==> src/rtl/combat_resolver.sv <==
// Resolves hits vs. blocks, health, stun, round timer and winner for two players on the game clock.
// Latency: every output is registered and reflects the inputs sampled at that edge; no backpressure.
module combat_resolver #(
  parameter logic [2:0] MAX_HEALTH     = 3'd3,
  parameter logic [2:0] DMG_BASIC      = 3'd1,
  parameter logic [2:0] DMG_DIR        = 3'd2,
  parameter logic [9:0] REACH_BASIC    = 10'd32,
  parameter logic [9:0] REACH_DIR      = 10'd48,
  parameter logic [9:0] SPRITE_W       = 10'd64,
  parameter logic [4:0] HITSTUN        = 5'd16,
  parameter logic [4:0] BLOCKSTUN      = 5'd8,
  parameter logic [6:0] TIME_LIMIT     = 7'd99,
  parameter logic [5:0] FRAMES_PER_SEC = 6'd60
) (
  input  logic       clk,
  input  logic       reset_n,
  input  logic       start,
  input  logic [9:0] p1_x,
  input  logic [9:0] p2_x,
  input  logic [3:0] p1_state,
  input  logic [3:0] p2_state,
  input  logic       p1_attacking,
  input  logic       p1_dir_attacking,
  input  logic       p2_attacking,
  input  logic       p2_dir_attacking,
  output logic       play_active,
  output logic [2:0] p1_health,
  output logic [2:0] p2_health,
  output logic       p1_hitstun,
  output logic       p1_blockstun,
  output logic       p2_hitstun,
  output logic       p2_blockstun,
  output logic [6:0] round_time,
  output logic       game_over,
  output logic [1:0] winner
);

  typedef enum logic [1:0] {S_READY, S_PLAY, S_OVER} state_t;

  state_t      r_state, w_state_nxt;
  logic [4:0]  r_p1_hs_cnt, r_p1_bs_cnt, r_p2_hs_cnt, r_p2_bs_cnt;
  logic [4:0]  w_p1_hs_nxt, w_p1_bs_nxt, w_p2_hs_nxt, w_p2_bs_nxt;
  logic        r_p1_latch, r_p2_latch;
  logic [5:0]  r_presc, w_presc_nxt;
  logic [6:0]  w_time_nxt;
  logic [2:0]  w_p1_health_nxt, w_p2_health_nxt, w_p1_dmg, w_p2_dmg;
  logic [1:0]  w_winner_nxt;
  logic [10:0] w_p1_right, w_gap, w_p1_reach, w_p2_reach;
  logic        w_play, w_p1_hit, w_p2_hit, w_p1_block, w_p2_block, w_wrap;

  // Overlapping sprites count as zero gap rather than wrapping negative.
  assign w_p1_right = {1'b0, p1_x} + {1'b0, SPRITE_W};
  assign w_gap      = ({1'b0, p2_x} < w_p1_right) ? 11'd0 : ({1'b0, p2_x} - w_p1_right);

  assign w_play     = (r_state == S_PLAY);
  assign w_p1_reach = {1'b0, (p1_dir_attacking ? REACH_DIR : REACH_BASIC)};
  assign w_p2_reach = {1'b0, (p2_dir_attacking ? REACH_DIR : REACH_BASIC)};
  assign w_p1_dmg   = p1_dir_attacking ? DMG_DIR : DMG_BASIC;
  assign w_p2_dmg   = p2_dir_attacking ? DMG_DIR : DMG_BASIC;
  assign w_p1_hit   = w_play && (p1_state == 4'd6) && !r_p1_latch &&
                      (p1_attacking || p1_dir_attacking) && (w_gap <= w_p1_reach);
  assign w_p2_hit   = w_play && (p2_state == 4'd6) && !r_p2_latch &&
                      (p2_attacking || p2_dir_attacking) && (w_gap <= w_p2_reach);
  assign w_p1_block = (p1_state == 4'd2) && !p1_hitstun;
  assign w_p2_block = (p2_state == 4'd2) && !p2_hitstun;

  always_comb begin
    w_p1_health_nxt = p1_health;
    w_p2_health_nxt = p2_health;
    w_p1_hs_nxt     = (r_p1_hs_cnt != 5'd0) ? r_p1_hs_cnt - 5'd1 : 5'd0;
    w_p1_bs_nxt     = (r_p1_bs_cnt != 5'd0) ? r_p1_bs_cnt - 5'd1 : 5'd0;
    w_p2_hs_nxt     = (r_p2_hs_cnt != 5'd0) ? r_p2_hs_cnt - 5'd1 : 5'd0;
    w_p2_bs_nxt     = (r_p2_bs_cnt != 5'd0) ? r_p2_bs_cnt - 5'd1 : 5'd0;
    if (w_p1_hit) begin
      if (w_p2_block) begin
        w_p2_bs_nxt = BLOCKSTUN;
      end else begin
        w_p2_health_nxt = (p2_health > w_p1_dmg) ? p2_health - w_p1_dmg : 3'd0;
        w_p2_hs_nxt     = HITSTUN;
        w_p2_bs_nxt     = 5'd0;
      end
    end
    if (w_p2_hit) begin
      if (w_p1_block) begin
        w_p1_bs_nxt = BLOCKSTUN;
      end else begin
        w_p1_health_nxt = (p1_health > w_p2_dmg) ? p1_health - w_p2_dmg : 3'd0;
        w_p1_hs_nxt     = HITSTUN;
        w_p1_bs_nxt     = 5'd0;
      end
    end
  end

  assign w_wrap      = (r_presc == FRAMES_PER_SEC - 6'd1);
  assign w_presc_nxt = w_wrap ? 6'd0 : r_presc + 6'd1;
  assign w_time_nxt  = (w_wrap && round_time != 7'd0) ? round_time - 7'd1 : round_time;

  // KO is checked before timeout so a simultaneous expiry still reports the knockout.
  always_comb begin
    w_state_nxt  = r_state;
    w_winner_nxt = winner;
    case (r_state)
      S_READY: if (start) w_state_nxt = S_PLAY;
      S_PLAY: begin
        if (w_p1_health_nxt == 3'd0 || w_p2_health_nxt == 3'd0) begin
          w_state_nxt = S_OVER;
          if (w_p1_health_nxt == 3'd0 && w_p2_health_nxt == 3'd0) w_winner_nxt = 2'b11;
          else if (w_p2_health_nxt == 3'd0)                       w_winner_nxt = 2'b01;
          else                                                     w_winner_nxt = 2'b10;
        end else if (w_time_nxt == 7'd0) begin
          w_state_nxt = S_OVER;
          if (w_p1_health_nxt > w_p2_health_nxt)      w_winner_nxt = 2'b01;
          else if (w_p2_health_nxt > w_p1_health_nxt) w_winner_nxt = 2'b10;
          else                                         w_winner_nxt = 2'b11;
        end
      end
      S_OVER:  if (start) w_state_nxt = S_READY;
      default: w_state_nxt = S_READY;
    endcase
  end

  always_ff @(posedge clk) begin
    if (!reset_n) begin
      r_state      <= S_READY;
      play_active  <= 1'b0;
      game_over    <= 1'b0;
      winner       <= 2'b00;
      p1_health    <= MAX_HEALTH;
      p2_health    <= MAX_HEALTH;
      round_time   <= TIME_LIMIT;
      r_presc      <= 6'd0;
      r_p1_latch   <= 1'b0;
      r_p2_latch   <= 1'b0;
      r_p1_hs_cnt  <= 5'd0;
      r_p1_bs_cnt  <= 5'd0;
      r_p2_hs_cnt  <= 5'd0;
      r_p2_bs_cnt  <= 5'd0;
      p1_hitstun   <= 1'b0;
      p1_blockstun <= 1'b0;
      p2_hitstun   <= 1'b0;
      p2_blockstun <= 1'b0;
    end else begin
      r_state     <= w_state_nxt;
      play_active <= (w_state_nxt == S_PLAY);
      game_over   <= (w_state_nxt == S_OVER);
      r_p1_latch  <= (p1_state == 4'd6) && (r_p1_latch || w_p1_hit);
      r_p2_latch  <= (p2_state == 4'd6) && (r_p2_latch || w_p2_hit);
      // Entering or sitting in READY rearms the round; OVER only lets stun drain.
      if (w_state_nxt == S_READY) begin
        winner       <= 2'b00;
        p1_health    <= MAX_HEALTH;
        p2_health    <= MAX_HEALTH;
        round_time   <= TIME_LIMIT;
        r_presc      <= 6'd0;
        r_p1_hs_cnt  <= 5'd0;
        r_p1_bs_cnt  <= 5'd0;
        r_p2_hs_cnt  <= 5'd0;
        r_p2_bs_cnt  <= 5'd0;
        p1_hitstun   <= 1'b0;
        p1_blockstun <= 1'b0;
        p2_hitstun   <= 1'b0;
        p2_blockstun <= 1'b0;
      end else begin
        winner       <= w_winner_nxt;
        p1_health    <= w_p1_health_nxt;
        p2_health    <= w_p2_health_nxt;
        r_p1_hs_cnt  <= w_p1_hs_nxt;
        r_p1_bs_cnt  <= w_p1_bs_nxt;
        r_p2_hs_cnt  <= w_p2_hs_nxt;
        r_p2_bs_cnt  <= w_p2_bs_nxt;
        p1_hitstun   <= (w_p1_hs_nxt != 5'd0);
        p1_blockstun <= (w_p1_bs_nxt != 5'd0);
        p2_hitstun   <= (w_p2_hs_nxt != 5'd0);
        p2_blockstun <= (w_p2_bs_nxt != 5'd0);
        if (w_play) begin
          round_time <= w_time_nxt;
          r_presc    <= w_presc_nxt;
        end
      end
    end
  end

endmodule

==> config.mk <==
export PLATFORM = sky130hd
export DESIGN_NAME = combat_resolver
export DESIGN_NICKNAME = d
export VERILOG_FILES = /design/src/rtl/combat_resolver.sv
export SDC_FILE = /design/constraint.sdc
export NUM_CORES = 1
export LEC_CHECK = 0
export BUFFER_PORTS_ARGS = -buffer_cell sky130_fd_sc_hd__buf_4
export CAP_MARGIN = 20
export CORE_MARGIN = 10
export CORE_UTILIZATION = 61
export CTS_CLUSTER_DIAMETER = 30
export DETAILED_ROUTE_END_ITERATION = 10
export GPL_TIMING_DRIVEN = 0
export PLACE_DENSITY = 0.82
export SYNTH_ARGS = -nofsm -noshare
export SYNTH_HDL_FRONTEND = slang
export SYNTH_SLANG_ARGS = --single-unit
==> constraint.sdc <==
create_clock -name clk -period 10.38 [get_ports clk]
set_input_delay 1.038 -clock clk [delete_from_list [all_inputs] [get_ports clk]]
set_output_delay 1.038 -clock clk [all_outputs]
set_load 0.005 [all_outputs]
==> out/qor.yml, run 1 <==
synthesis:
  netlist_instances: 415
  synth_seq_cells: 51
  seq_area_frac_synth_pct: 30.4
  synth_warnings: 0
  synth_area_um2: 3360
  async_reset_ff_share_pct: 0
  syn_nets: 481
  synth-edff-count: 0
  synth.distinct_cells: 62
  synthFlopType: "dfxtp_1"
  syn_avg_cell_area_um2: 8.10
clock_network:
  clock_path_buffers: 2
  cts_made_buffers: 5
  hold_buffers: 0
  cts-resized-gates: 0
  clk_latency_ns: 0.31
  path_clk_slew_ns: 0.09
  post-cts-setup-buffers: 0
  htree_levels: 2
  clock-sinks: 51
  cts-root-buf: "clkbuf_8"
  cts_tree: "built"
finish:
  layout_commonest_cell: "buf_4"
  final_nets: 543
  mostFrequentLayoutCells: "55 x buf_4, 53 x nor2_1, 51 x dfxtp_1"
  syn2layout_area_growth_pct: 18.2
  num_antenna_cells: 0
  drive_gt1_share_pct: 19.2
  stdcell_count: 548
setup_path:
  r2r_setup_slack_ns: 7.23
  cp-end-kind: "register"
  worstSetupPathType: "input port to register"
  arrival_ns: 5.68
  reg2reg_from: "r_state[1]"
  timing.rr.end: "winner[0]"
  ff2ff_path_depth: 14
  required_ns: 10.61
  cp-start-kind: "input port"
  crit_fanout: 6
floorplan:
  die_x_um: 94.3
  rows: 26
  die_area_um2: 8880
  start_util_pct: 64.2
  fp.coreArea_um2: 5240
  die_h_um: 94.3
  ios: 56
sta:
  skew_ns: 0.00863
  setup-tns-final_ns: 0
  tightestPinTransition_ns: 0.751
  setup_violations: 0
  setup_ws_ns: 4.93
  fmax_mhz: 184
  relSlewSlack_pct: 49.4
  period_share_pct: 52.5
  maxSlewViolCount: 0
  period_needed_ns: 5.45
  hold_violations: 0
  rsz0062_at_grt: "no"
route:
  vias_per_cell: 5.59
  via_count: 3063
  wl_per_cell_um: 14.0
  routed_wl_um: 7660
  drtIter0Drc: 114
  drc: 0
  drtPass1Iterations: 4
  ant_nets: 0
status:
  status: "finished clean"
power_and_ir_drop:
  p_sw_mw: 0.173
  sw_frac_of_total_pct: 32.2
  power.density_nw_per_um2: 135
  power_leakage_nw: 1.70
  ir_worst_vdd_uv: 88.5
  combPwrFrac_pct: 32.8
  p_clk_share_pct: 25.6
  p_int_mw: 0.364
  p_seq_share_pct: 41.6
global_route:
  grt_overflow: 0
  gr-usage-all-layers_pct: 17.7
  grt_pass1_wl_um: 13200
  grt_max_degree: 17
  antenna_found_initial: 0
  busiest_layer: "met2"
  grt_pass1_vias: 3133
  met2_usage_pct: 31.8
  grt_util_met3_pct: 4.48
  grt_use_met1_pct: 20.0
placement:
  dp.cells: 540
  place_ws_ns: 4.66
  gp_routability_congestion: 0.885
  io_buffers: 55
  dp.final_hpwl_um: 6210
min_path:
  hold_end: "r_p2_latch"
  hp-class: "register to register"
  hold_start: "r_p2_latch"
  min_delay_path_depth: 2
run:
  drv_cap: 0
[power groups by stage]
stage,Clock [mW],Combinational [mW],Sequential (mW)
after floorplan,0,0.130,0.226
after global placement,0,0.170,0.227
after detailed placement,0,0.175,0.228
after CTS,0.141,0.176,0.224
after global routing,0.149,0.200,0.226
final,0.138,0.176,0.224
[registers in the layout (all words and copies together) (netlist names), 2 cells and up]
register,cells
p1_health,3
p2_health,3
r_p1_bs_cnt,5
r_p1_hs_cnt,5
r_p2_bs_cnt,5
r_p2_hs_cnt,5
r_presc,6
r_state,2
round_time,7
winner,2
[metal layers]
layer | routed length (um) | part of all wire, %
met1 | 3310 | 43
met2 | 3810 | 50
met3 | 424 | 5.5
met4 | 112 | 1.5
met5 | 0 | 0
[cells by family after synthesis]
group           synth area share (%)
xor+xnor                        5.73
flops                           30.4
fa+ha+maj                       12.2
compound gates                  16.7
mux                             3.57
simple gates                    26.8
buf+inv                         4.69
[metrics by stage]
stage | power, mW | hold WS (ns) | util [%] | cell area (um2)
2_1_floorplan | 0.356 | 0.422 | - | 3360
3_3_place_gp | 0.397 | 0.433 | 73.8 | 3860
3_5_place_dp | 0.403 | 0.444 | 73.8 | 3860
4_1_cts | 0.541 | 0.461 | 75.9 | 3980
5_1_grt | 0.575 | 0.483 | 75.9 | 3980
6_report | 0.537 | 0.464 | 75.9 | 3980
[area by class of cell]
cell class              instances  area (um2)
clock inverters                 3        43.8
clock buffers                   5        68.8
inverters                      35         131
plain buffers                   7        26.3
repair buffers                 55         413
fillers                       407        1260
well taps                      70        87.6
flip-flops and latches         51        1020
multi-input cells             322        2180
[synthesized netlist by cell type (all sizes together) (2+ instances only)]
cell type  instances  area (um2)
and3               2        17.5
ha                28         350
and2               7        46.3
nand4              5        37.5
o21ba              2        20.0
or4b               2        23.8
nor2              54         205
xor2              11        96.3
nor3b              6        45.0
a211oi             3        22.5
nor4               2        12.5
o32ai              2        17.5
mux2i              6        63.8
o21ai             19        98.8
nand3             13        75.1
fa                 3        60.1
xnor2             11        96.3
mux2               5        56.3
a31oi             10        62.6
nand2             37         141
or3                9        57.6
nor2b              8        50.1
a31o               3        26.3
clkbuf             7        26.3
inv               35         131
nor3              17        85.1
nand2b             8        52.6
a21o               5        37.5
a21oi             26         145
dfxtp             51        1020
[worst max path at each step]
stage	startpoint	to	slack, ns	cells past startpoint
floorplan	p1_x[6]	winner[0]	5.25	23
global placement	p1_x[6]	winner[0]	4.76	24
detailed placement	p1_x[6]	winner[0]	4.66	24
CTS	p1_x[6]	winner[0]	4.96	24
global route	p1_x[6]	winner[0]	4.63	24
finish	p1_x[6]	winner[0]	4.93	24
[critical path, cell delays in order]
cell and delay [ns]:
buf_4 0.12, ha_1 0.23, xnor2_1 0.13, ha_1 0.37, nand2_1 0.12, a211o_1 0.30, nand2_2 0.12, o21ba_2 0.21
or3_1 0.40, ha_1 0.28, nand2_1 0.04, nor2_1 0.12, a32o_1 0.20, a21oi_2 0.09, or4b_4 0.53, o41ai_2 0.39
ha_1 0.20, inv_1 0.04, a21o_1 0.16, a21oi_1 0.18, a31oi_1 0.07, nor2_1 0.11, a21boi_1 0.08, o22ai_1 0.16
Note: power is estimated with default switching activity, not from simulation.
==> inputs of run 2 (changes only) <==
--- a/config.mk
+++ b/config.mk
@@ -8,11 +8,11 @@
 export BUFFER_PORTS_ARGS = -buffer_cell sky130_fd_sc_hd__buf_4
 export CAP_MARGIN = 20
 export CORE_MARGIN = 10
-export CORE_UTILIZATION = 61
+export CORE_UTILIZATION = 51
 export CTS_CLUSTER_DIAMETER = 30
 export DETAILED_ROUTE_END_ITERATION = 10
 export GPL_TIMING_DRIVEN = 0
-export PLACE_DENSITY = 0.82
+export PLACE_DENSITY = 0.73
 export SYNTH_ARGS = -nofsm -noshare
 export SYNTH_HDL_FRONTEND = slang
 export SYNTH_SLANG_ARGS = --single-unit
==> constraint.sdc (replaced) <==
create_clock -name clk -period 4.7 [get_ports clk]
set_input_delay 0.47 -clock clk [delete_from_list [all_inputs] [get_ports clk]]
set_output_delay 0.47 -clock clk [all_outputs]
set_load 0.005 [all_outputs]
==> run 2 against run 1 <==
Final area increased by 4.1%. Wire length increased by 5.2%. Clock skew decreased by 0.0029 ns. Non-clock buffer count increased by 11. Largest cell class unchanged. Highest routed layer unchanged.
==> out/qor.yml, run 2 (synthesis results as in run 1) <==
route:
  met3_wirelength_um: 384  # was 424 um
  m1WireLength_um: 3620  # was 3310 um
  ant_nets: 0  # unchanged
  wl_per_cell_um: 14.3  # was 14.0 um
  drtPass1Iterations: 4  # unchanged
  via_count: 3126  # was 3063
  wl_met2_um: 4030  # was 3810 um
  vias_per_cell: 5.53  # was 5.59
  drc: 0  # unchanged
  drtIter0Drc: 92  # was 114
  highest_layer: "met4"  # unchanged
  routed_wl_um: 8060  # was 7660 um
floorplan:
  die_x_um: 101  # was 94.3 um
  start_util_pct: 52.7  # was 64.2%
  die_area_um2: 10200  # was 8880 um2
  fp.coreArea_um2: 6390  # was 5240 um2
  die_h_um: 101  # was 94.3 um
  ios: 56  # unchanged
  rows: 29  # was 26
setup_path:
  crit_fanout: 7  # was 6
  required_ns: 4.92  # was 10.61 ns
  ff2ff_path_depth: 14  # unchanged
  arrival_ns: 4.86  # was 5.68 ns
  cp-start-kind: "input port"  # unchanged
  worstSetupPathType: "input port to register"  # unchanged
  cp-end-kind: "register"  # unchanged
sta:
  hold_violations: 0  # unchanged
  skew_ns: 0.00573  # was 0.00863 ns
  setup-tns-final_ns: 0  # unchanged
  period_share_pct: 98.6
  maxSlewViolCount: 0  # unchanged
  setup_violations: 0  # unchanged
  tightestPinTransition_ns: 0.777  # was 0.751 ns
  period_needed_ns: 4.64
  rsz0062_at_grt: "yes"  # was no
  relSlewSlack_pct: 47.7  # was 49.4%
  fmax_mhz: 216
finish:
  stdcell_count: 565  # was 548
  layout_commonest_cell: "buf_4"  # unchanged
  largest_reg_flops: 7  # unchanged
  largestRegisters: "round_time (7), r_presc (6)"  # unchanged
  drive_gt1_share_pct: 22.7  # was 19.2%
  mostFrequentLayoutCells: "64 x buf_4, 53 x nor2_1, 51 x dfxtp_1"  # was 55 x buf_4, 53 x nor2_1, 51 x dfxtp_1
  final_nets: 554  # was 543
  regMostFlops: "round_time"  # unchanged
  syn2layout_area_growth_pct: 23.1  # was 18.2%
  num_antenna_cells: 0  # unchanged
power_and_ir_drop:
  power_mw: 1.17  # was 0.537 mW
  power.density_nw_per_um2: 283  # was 135 nW/um2
  power_leakage_nw: 1.76  # was 1.70 nW
  ir_worst_vdd_uv: 205  # was 88.5 uV
global_route:
  antenna_found_initial: 0  # unchanged
  grt_overflow: 0  # unchanged
  grt_pass1_vias: 3001  # was 3133
  gr-usage-all-layers_pct: 14.9  # was 17.7%
  grt_pass1_wl_um: 13000  # was 13200 um
  grt_max_degree: 15  # was 17
clock_network:
  clk_latency_ns: 0.29  # was 0.31 ns
  clock-sinks: 51  # unchanged
  clock_path_buffers: 2  # unchanged
  cts-root-buf: "clkbuf_8"  # unchanged
  cts_made_buffers: 5  # unchanged
  cts_tree: "built"  # unchanged
  path_clk_slew_ns: 0.09  # about the same
  hold_buffers: 0  # unchanged
  htree_levels: 2  # unchanged
min_path:
  hp-class: "input port to register"  # was register to register
  min_delay_path_depth: 3  # was 2
placement:
  io_buffers: 55  # unchanged
  gp_routability_congestion: 0.822  # was 0.885
  dp.final_hpwl_um: 6290  # was 6210 um
  dp.cells: 547  # was 540
run:
  drv_cap: 0  # unchanged
status:
  status: "finished clean"  # unchanged
-- run 2: cell types whose count changed in the layout (fill, tap and decap cells not counted), moves of 2 or more --
cell | previous run | this run
a21oi_4 | 0 | 2
buf_4 | 55 | 64
ha_1 | 28 | 24
ha_4 | 0 | 3
inv_1 | 35 | 33
-- run 2: power breakdown --
group          switching [mW]  internal, mW
clock network           0.134         0.116
registers              0.0259         0.467
logic                   0.223         0.204
total                   0.383         0.787
-- run 2: area by class of cell --
class	count	area, um2
Tap cell	77	96.3
Clock inverter	1	5.00
Timing Repair Buffer	66	507
Fill cell	542	2250
Clock buffer	6	82.6
Inverter	35	134
Buffer	7	26.3
Multi-Input combinational cell	322	2270
Sequential cell	51	1020
-- run 2: path summary, 6_finish.rpt --
kind                                  start          to  slack (ns)
worst min-delay path            p2_state[2]  r_p2_latch        0.44
worst max-delay path                p1_x[6]   winner[0]        0.06
worst min register to register   r_p2_latch  r_p2_latch        0.45
worst max register to register   r_state[1]   winner[0]        1.59
-- run 2: routing by layer --
metal  GRT usage (%)  vias up
met5               0        -
met4            2.57        0
met3            3.95        2
met2            25.9       56
met1            18.3     1476
li1                -     1592
-- run 2: repair_timing --
item | 4_1_cts | 5_1_grt
resized for setup | 3 | 16
setup endpoints to repair | 2 | 2
pin swaps | 2 | 20
setup buffers | 1 | 10
-- run 2: critical path, stage by stage --
cell and delay, ns:
buf_8 0.10, ha_4 0.26, inv_4 0.03, ha_4 0.30
a21oi_4 0.07, a211o_1 0.31, nand2_2 0.12, o21ba_4 0.18
or3_4 0.35, ha_4 0.26, nand2_1 0.04, nor2_1 0.13
a32o_2 0.21, a21oi_4 0.06, or4b_4 0.54, o41ai_4 0.42
ha_2 0.25, inv_2 0.03, a21o_1 0.15, a21oi_2 0.14
a31oi_1 0.06, nor2_1 0.12, a21boi_1 0.07, o22ai_1 0.17
-- run 2: per-stage QoR --
stage	hold WS (ns)	setup WS [ns]	area [um2]	utilization [%]
after floorplan	0.422	0.137	3360	-
after global placement	0.430	-0.376	3870	60.6
after detailed placement	0.437	-0.452	3870	60.6
after CTS	0.431	0.0324	3990	62.4
after global routing	0.442	-0.109	4140	64.8
final	0.437	0.0648	4140	64.8
==> inputs of run 3 (changes only) <==
--- a/config.mk
+++ b/config.mk
@@ -12,6 +12,7 @@
 export CTS_CLUSTER_DIAMETER = 30
 export DETAILED_ROUTE_END_ITERATION = 10
 export GPL_TIMING_DRIVEN = 0
+export MAX_ROUTING_LAYER = met4
 export PLACE_DENSITY = 0.73
 export SYNTH_ARGS = -nofsm -noshare
 export SYNTH_HDL_FRONTEND = slang
==> run 3 against run 2 <==
Die area unchanged. Non-clock buffer count unchanged. Via count about the same. Combinational power about the same. Critical path depth unchanged. Worst hold slack about the same. Clock-buffer cell count unchanged. Cell count unchanged. Clock power about the same.
==> out/qor.yml, run 3 (synthesis results as in run 1) <==
finish:
  mostFrequentLayoutCells: "64 x buf_4, 53 x nor2_1, 51 x dfxtp_1"  # unchanged
  finalInstanceArea_um2: 4140  # unchanged
  drive_gt1_share_pct: 22.7  # unchanged
  final_nets: 554  # unchanged
  num_antenna_cells: 0  # unchanged
  syn2layout_area_growth_pct: 23.1  # unchanged
  layout_commonest_cell: "buf_4"  # unchanged
  regMostFlops: "round_time"  # unchanged
  largestRegisters: "round_time (7), r_presc (6)"  # unchanged
  num-fill-cells: 542  # unchanged
  largest_reg_flops: 7  # unchanged
clock_network:
  htree_levels: 2  # unchanged
  hold_buffers: 0  # unchanged
  clock_path_buffers: 2  # unchanged
  cts_tree: "built"  # unchanged
  clk_latency_ns: 0.29  # about the same
  path_clk_slew_ns: 0.09  # about the same
  cts-root-buf: "clkbuf_8"  # unchanged
  clock-sinks: 51  # unchanged
  cts_made_buffers: 5  # unchanged
route:
  drc: 0  # unchanged
  vias_per_cell: 5.54  # was 5.53
  drtPass1Iterations: 5  # was 4
  via_count: 3128  # was 3126
  routed_wl_um: 8090  # was 8060 um
  wl_per_cell_um: 14.3  # about the same
  drtIter0Drc: 113  # was 92
  ant_nets: 0  # unchanged
setup_path:
  required_ns: 4.92  # about the same
  cp-start-kind: "input port"  # unchanged
  arrival_ns: 4.87  # was 4.86 ns
  crit_fanout: 7  # unchanged
  r2r_setup_slack_ns: 1.59  # about the same
  worstSetupPathType: "input port to register"  # unchanged
  cp-end-kind: "register"  # unchanged
power_and_ir_drop:
  combPwrFrac_pct: 36.5  # about the same
  power_leakage_nw: 1.76  # unchanged
  p_seq_share_pct: 42.1  # was 42.2%
  ir_worst_vdd_uv: 205  # about the same
  p_int_mw: 0.787  # about the same
  power_mw: 1.17  # about the same
  sw_frac_of_total_pct: 32.8  # was 32.7%
  p_sw_mw: 0.384  # was 0.383 mW
  power.density_nw_per_um2: 283  # about the same
  p_clk_share_pct: 21.4  # about the same
floorplan:
  ios: 56  # unchanged
  die_x_um: 101  # unchanged
  start_util_pct: 52.7  # unchanged
  rows: 29  # unchanged
  die_area_um2: 10200  # unchanged
  fp.coreArea_um2: 6390  # unchanged
  die_h_um: 101  # unchanged
global_route:
  grt_pass1_wl_um: 13000  # unchanged
  antenna_found_initial: 0  # unchanged
  gr-usage-all-layers_pct: 15.4  # was 14.9%
  grt_pass1_vias: 3001  # unchanged
  grt_max_degree: 15  # unchanged
  grt_overflow: 0  # unchanged
sta:
  setup-tns-final_ns: 0  # unchanged
  relSlewSlack_pct: 47.8  # was 47.7%
  fmax_mhz: 215  # was 216 MHz
  period_needed_ns: 4.64  # about the same
  setup_violations: 0  # unchanged
  tightestPinTransition_ns: 0.774  # was 0.777 ns
  period_share_pct: 98.8  # was 98.6%
  maxSlewViolCount: 0  # unchanged
  skew_ns: 0.00652  # was 0.00573 ns
  rsz0062_at_grt: "yes"  # unchanged
  hold_violations: 0  # unchanged
placement:
  gp_routability_congestion: 0.834  # was 0.822
  dp.final_hpwl_um: 6290  # unchanged
  io_buffers: 55  # unchanged
  placed_area_um2: 3870  # unchanged
status:
  status: "finished clean"  # unchanged
min_path:
  hp-class: "input port to register"  # unchanged
run:
  drv_cap: 0  # unchanged
## run 3: cell counts in the layout (fill, tap and decap cells not counted)
No cell type changed its count.
## run 3: worst paths after layout
path,from,endpoint,depth (start not counted)
hold reg to reg,r_p2_latch,r_p2_latch,2
setup / recovery,p1_x[6],winner[0],24
hold / removal,p2_state[2],r_p2_latch,3
setup reg to reg,r_state[1],winner[0],14
## run 3: final cells by class
| type | count | area [um2] | share of cell area (%) |
|---|---|---|---|
| Multi-Input combinational cell | 322 | 2270 | 54.8 |
| Sequential cell | 51 | 1020 | 24.7 |
| Timing Repair Buffer | 66 | 507 | 12.2 |
| Inverter | 35 | 134 | 3.23 |
| Tap cell | 77 | 96.3 | 2.33 |
| Clock buffer | 6 | 82.6 | 2.00 |
| Buffer | 7 | 26.3 | 0.635 |
| Clock inverter | 1 | 5.00 | 0.121 |
## run 3: metal layers
layer | global-route usage, % | part of all wire [%]
met1 | 18.6 | 46
met3 | 3.40 | 4.1
met2 | 25.9 | 50
met5 | - | 0
met4 | 2.57 | 0.30
## run 3: stage by stage
stage	std cells	utilization, %	hold slack (ns)	setup slack [ns]
2_1_floorplan	415	-	0.422	0.137
3_3_place_gp	547	60.6	0.430	-0.376
3_5_place_dp	547	60.6	0.437	-0.452
4_1_cts	555	62.4	0.431	0.0324
5_1_grt	565	64.8	0.442	-0.109
6_report	565	64.8	0.437	0.0563
## run 3: critical path, stage by stage
cell and delay [ns]:
buf_8 0.10, ha_4 0.26, inv_4 0.03, ha_4 0.30
a21oi_4 0.07, a211o_1 0.32, nand2_2 0.12, o21ba_4 0.17
or3_4 0.35, ha_4 0.26, nand2_1 0.04, nor2_1 0.14
a32o_2 0.22, a21oi_4 0.06, or4b_4 0.54, o41ai_4 0.42
ha_2 0.25, inv_2 0.03, a21o_1 0.15, a21oi_2 0.14
a31oi_1 0.06, nor2_1 0.12, a21boi_1 0.07, o22ai_1 0.17
## run 3: power by group through the flow
stage / Sequential, mW / Clock (mW) / Combinational (mW)
6_report: 0.493 / 0.250 / 0.428
5_1_grt: 0.499 / 0.274 / 0.478
3_3_place_gp: 0.502 / 0 / 0.377
3_5_place_dp: 0.503 / 0 / 0.386
2_1_floorplan: 0.498 / 0 / 0.287
4_1_cts: 0.493 / 0.257 / 0.392
## run 3: timing repair
| item | in CTS | in global routing |
|---|---|---|
| pin swaps | 2 | 20 |
| setup buffers | 1 | 10 |
| resized for setup | 3 | 16 |
| hold endpoints to repair | 0 | 0 |
| endpoints found under the setup margin | 2 | 2 |
